### src/rtl/autotype_seq.sv
// rtl/autotype_seq.sv - scripted key/reset sequencer driving a target computer from a step table
module autotype_seq #(
  parameter int KEYS        = 3,
  parameter int STEPS       = 16,
  parameter int STEP_CYCLES = 8388608,
  parameter logic [STEPS*(KEYS+1)-1:0] SCRIPT = 64'h0004_0004_0402_0108,
  parameter bit AUTOSTART   = 1'b1,
  parameter bit LOOP        = 1'b0
) (
  input  logic            clk,
  input  logic            reset,
  input  logic            start,
  input  logic            abort,
  output logic            n_reset_out,
  output logic [KEYS-1:0] keys,
  output logic            busy,
  output logic            done
);

  localparam int SW = (STEPS > 1) ? $clog2(STEPS) : 1;
  localparam int PW = (STEP_CYCLES > 1) ? $clog2(STEP_CYCLES) : 1;
  localparam int EW = KEYS + 1;
  localparam logic [SW-1:0] LAST_STEP = SW'(STEPS - 1);
  localparam logic [PW-1:0] LAST_CYC  = PW'(STEP_CYCLES - 1);

  typedef enum logic [1:0] {
    S_IDLE = 2'd0,
    S_RUN  = 2'd1,
    S_DONE = 2'd2
  } state_t;

  state_t          state_q, state_d;
  logic [SW-1:0]   step_q, step_d;
  logic [PW-1:0]   presc_q, presc_d;
  logic [EW-1:0]   entry;
  logic            n_reset_d;
  logic [KEYS-1:0] keys_d;
  logic            busy_d;
  logic            done_d;

  assign entry = SCRIPT[int'(step_q)*EW +: EW];

  // Counters stop at their last value before wrapping, so no width overflow is possible.
  always_comb begin
    state_d = state_q;
    step_d  = step_q;
    presc_d = presc_q;
    case (state_q)
      S_IDLE, S_DONE: begin
        if (start) begin
          state_d = S_RUN;
          step_d  = '0;
          presc_d = '0;
        end
      end
      S_RUN: begin
        if (abort) begin
          state_d = S_DONE;
          presc_d = '0;
        end else if (start) begin
          step_d  = '0;
          presc_d = '0;
        end else if (presc_q == LAST_CYC) begin
          presc_d = '0;
          if (step_q == LAST_STEP) begin
            if (LOOP) begin
              step_d = '0;
            end else begin
              state_d = S_DONE;
            end
          end else begin
            step_d = step_q + 1'b1;
          end
        end else begin
          presc_d = presc_q + 1'b1;
        end
      end
      default: begin
        state_d = S_IDLE;
        step_d  = '0;
        presc_d = '0;
      end
    endcase
  end

  always_comb begin
    n_reset_d = 1'b1;
    keys_d    = '0;
    busy_d    = 1'b0;
    done_d    = 1'b0;
    case (state_q)
      S_RUN: begin
        n_reset_d = ~entry[KEYS];
        keys_d    = entry[KEYS-1:0];
        busy_d    = 1'b1;
      end
      S_DONE: done_d = 1'b1;
      default: ;
    endcase
  end

  // Outputs are registered from the current state, giving one cycle of latency.
  always_ff @(posedge clk) begin
    if (reset) begin
      state_q     <= AUTOSTART ? S_RUN : S_IDLE;
      step_q      <= '0;
      presc_q     <= '0;
      n_reset_out <= 1'b0;
      keys        <= '0;
      busy        <= 1'b0;
      done        <= 1'b0;
    end else begin
      state_q     <= state_d;
      step_q      <= step_d;
      presc_q     <= presc_d;
      n_reset_out <= n_reset_d;
      keys        <= keys_d;
      busy        <= busy_d;
      done        <= done_d;
    end
  end

endmodule

### config.mk
export PLATFORM = sky130hd
export DESIGN_NAME = autotype_seq
export DESIGN_NICKNAME = d
export VERILOG_FILES = /design/src/rtl/autotype_seq.sv
export SDC_FILE = /design/constraint.sdc
export NUM_CORES = 1
export LEC_CHECK = 0
export ABC_AREA = 1
export CAP_MARGIN = 0
export CORE_MARGIN = 2
export CORE_UTILIZATION = 63
export CTS_CLUSTER_SIZE = 20
export DETAILED_ROUTE_END_ITERATION = 10
export PLACE_DENSITY = 0.83
export SLEW_MARGIN = 0
export SYNTH_ARGS = -nofsm -noshare
export SYNTH_HDL_FRONTEND = slang
export SYNTH_SLANG_ARGS = --single-unit
### constraint.sdc
create_clock -name clk -period 2.5 [get_ports clk]
set_clock_uncertainty 0.2 [all_clocks]
set_input_delay 0.5 -clock clk [delete_from_list [all_inputs] [get_ports clk]]
set_output_delay 0.5 -clock clk [all_outputs]
set_load 0.02 [all_outputs]
==> summary.md <==
| Metric | Value |
|---|---|
| Setup TNS Final | `0 ns` |
| Leak | `0.722 nW` |
| # clock sinks | `35` |
| Cell area after synthesis | `0.00193 sq mm` |
| PortBufs | `9` |
| Final net count | `approximately 300` |
| Reg clk slew, reported paths | `0.11 ns` |
| Final Max Slew Viols | `0` |
| Mapped Avg Cell Area | `slightly below 7 sq um` |
| Number of global-route vias before repair | `between 1500 and 2000` |
| Reg2Reg Setup Slack | `0.62 ns` |
| Hold Path End | `done` |
| Family with the most delay on the worst path | `buffers and inverters` |
| Wire per inst | `11.8 microns` |
| Mapped Nets | `285` |
| Critical path class | `reg2out` |
| Max-Cap Viols | `0` |
| Syn. warnings | `0` |
| Worst Hold Path Cells | `2` |
| Row cnt | `20` |
| Die height | `59.3 microns` |
| Pwr dens | `around 480 mW/mm^2` |
| Synth-to-Final Area Change | `8.51%` |
| Max incr delay on CP | `around 0.61 ns` |
| Total power | `about 1000 uW` |
| Levels on crit path | `1` |
| Initial antenna violation count | `0` |
| Worst hold margin | `~0.25 ns` |
| Arr. time, crit path | `around 1.3 ns` |
| CTS HTree Levels | `2` |
| # setup viols final | `0` |
| Gr usage total | `~24%` |
| Grt total ovfl | `0` |
| DRC | `0` |
| Measured slew at the worst slew-check pin | `roughly 0.33 ns` |
| WP buf/inv | `1` |
| Routability cong. | `around 0.85` |
| Final design utilization | `between 70% and 80%` |
| Detail Route Antenna Nets | `0` |
| Hold crit path type | `reg2reg` |
| Register area share after synthesis | `36.4%` |
| Post-CTS Resized | `0` |
| RSZ-0062 raised after global routing | `false` |
| Synth unique cells | `30` |
| Status | `completed` |
| Data required time of the worst path | `around 1.8 ns` |
| Initial drt markers | `~120` |
| Dpl hpwl | `around 2900 microns` |
| # diodes | `0` |
| Yosys reg bits | `35` |
| Maximum root-to-sink buffer count | `2` |
| Final wirelength | `3820 microns` |
| Crit path max fanout | `1` |
| Period minus WS final | `around 2.0 ns` |
| Share of layout cells above drive strength 1 | `13.1%` |
| First-pass GRT wire length | `6420 microns` |
| CTS Buf Count | `5` |
| Slew headroom | `between 70% and 80%` |
| Clock Latency Late Sink | `approximately 0.36 ns` |
| R2r endpoint | `presc_q[11]` |
| Reg2reg path depth | `10` |
| Setup crit end kind | `output port` |
| Area of the core | `~0.0030 sq mm` |
| Mapped Cells | `277` |
| Slowest stage cell on the critical path | `clkdlybuf4s50_1` |
| FILL cells | `approximately 260` |
| CTS root buf | `clkbuf_4` |
| CTS Hold Bufs | `0` |
| Initial Utilization | `between 60% and 70%` |
| 1st-pass router iterations | `4` |
| Via-to-Cell Ratio | `roughly 5.3` |
| Worst setup SP type | `flop` |
| Final worst-path cycle share | `between 70% and 80%` |
| Largest net degree at the start of global routing | `15` |
| Worst r2r src | `presc_q[1]` |
| Detailed-route via count | `roughly 1700` |
| Setup Buffers After CTS | `0` |
| TritonCTS clock tree | `built` |
| Final Hold Vio Count | `0` |
| Die W | `59.3 microns` |
| VDD IR max | `roughly 0.39 mV` |
| Die area | `between 0.003 and 0.004 sq mm` |
| Hold_sp | `state_q[1]` |
| Max frequency | `around 500 MHz` |
| Critical path cell sequence | `clkdlybuf4s50_1` |
| Number of I/O pins | `10` |
-- flip-flops by register name, summed over array words and instances, names as in the netlist --
name,flops
keys,3
done,1
state_q,2
step_q,4
presc_q,23
busy,1
n_reset_out,1
-- cell families after synthesis --
kind of cell,after synthesis,share of synthesized area [%]
AOI/OAI and AO/OA,22,6.49
xor gates and xnor gates,12,5.45
adders and majority gates,4,2.60
buffers and inverters,36,7.79
DFF,35,36.4
and+or+nand+nor,168,41.3
-- worst max-delay path by stage --
stage	from	to	slack [ns]
after global placement	start	presc_q[7]	0.38
after global routing	busy	busy	0.48
after CTS	busy	busy	0.50
final	busy	busy	0.51
after detailed placement	start	presc_q[7]	0.33
after floorplan	presc_q[1]	presc_q[4]	0.86
-- layer usage --
metal | up-vias | share of wire [%] | global-route usage [%]
li1 | 907 | - | -
met1 | 794 | 50 | 34.1
met2 | 18 | 44 | 35.6
met3 | 8 | 3.7 | 5.46
met4 | 0 | 1.8 | 10.1
met5 | - | 0 | 0
-- cells in the final DEF (no fill, tap or decap), drive strengths merged --
master / instances
nand2: 76
nor2: 54
dfxtp: 35
inv: 31
nand3: 19
a21oi: 13
nand4: 12
xor2: 11
clkdlybuf4s50: 9
clkbuf: 5
nor3: 5
ha: 4
o21ai: 4
o22ai: 2
buf: 2
clkinv: 2
o21bai: 1
xnor2: 1
nor3b: 1
o211ai: 1
a41oi: 1
nand3b: 1
-- layout make-up --
| type | instances | area, sq um | area share (%) |
|---|---|---|---|
| clock inverters | 2 | 13.8 | 0.658 |
| well taps | 33 | 41.3 | 1.97 |
| clock buffers | 5 | 37.5 | 1.80 |
| multi-input cells | 206 | 1080 | 51.5 |
| inverters | 31 | 116 | 5.57 |
| repair buffers | 11 | 105 | 5.03 |
| flip-flops and latches | 35 | 701 | 33.5 |
-- power by group --
| part | total, mW | leakage, nW | internal (mW) | switching [mW] |
|---|---|---|---|---|
| Clock | 0.301 | 0.0310 | 0.104 | 0.197 |
| Combinational | 0.115 | 0.408 | 0.0368 | 0.0779 |
| Sequential | 0.577 | 0.283 | 0.570 | 0.00736 |
| Total | 0.993 | 0.722 | 0.711 | 0.282 |
-- per-stage QoR --
step           std cells  setup WS [ns]  instance area (sq um)
2_1_floorplan        277          0.858                   1930
3_3_place_gp         316          0.380                   2040
3_5_place_dp         316          0.332                   2040
4_1_cts              323          0.497                   2090
5_1_grt              323          0.481                   2090
6_report             323          0.505                   2090
-- cell usage after synthesis (all sizes together) --
cell / instances / area, sq um
nand2: 76 / 313
nor2: 54 / 250
dfxtp: 35 / 701
inv: 31 / 116
nand3: 19 / 108
a21oi: 13 / 65.1
nand4: 12 / 75.1
xor2: 11 / 96.3
nor3: 5 / 35.0
buf: 4 / 30.0
ha: 4 / 50.1
o21ai: 4 / 23.8
o22ai: 2 / 12.5
a41oi: 1 / 8.76
clkbuf: 1 / 3.75
nand3b: 1 / 7.51
nor3b: 1 / 7.51
o211ai: 1 / 7.51
o21bai: 1 / 7.51
xnor2: 1 / 8.76
No activity file was read; power rests on OpenSTA's default activity.
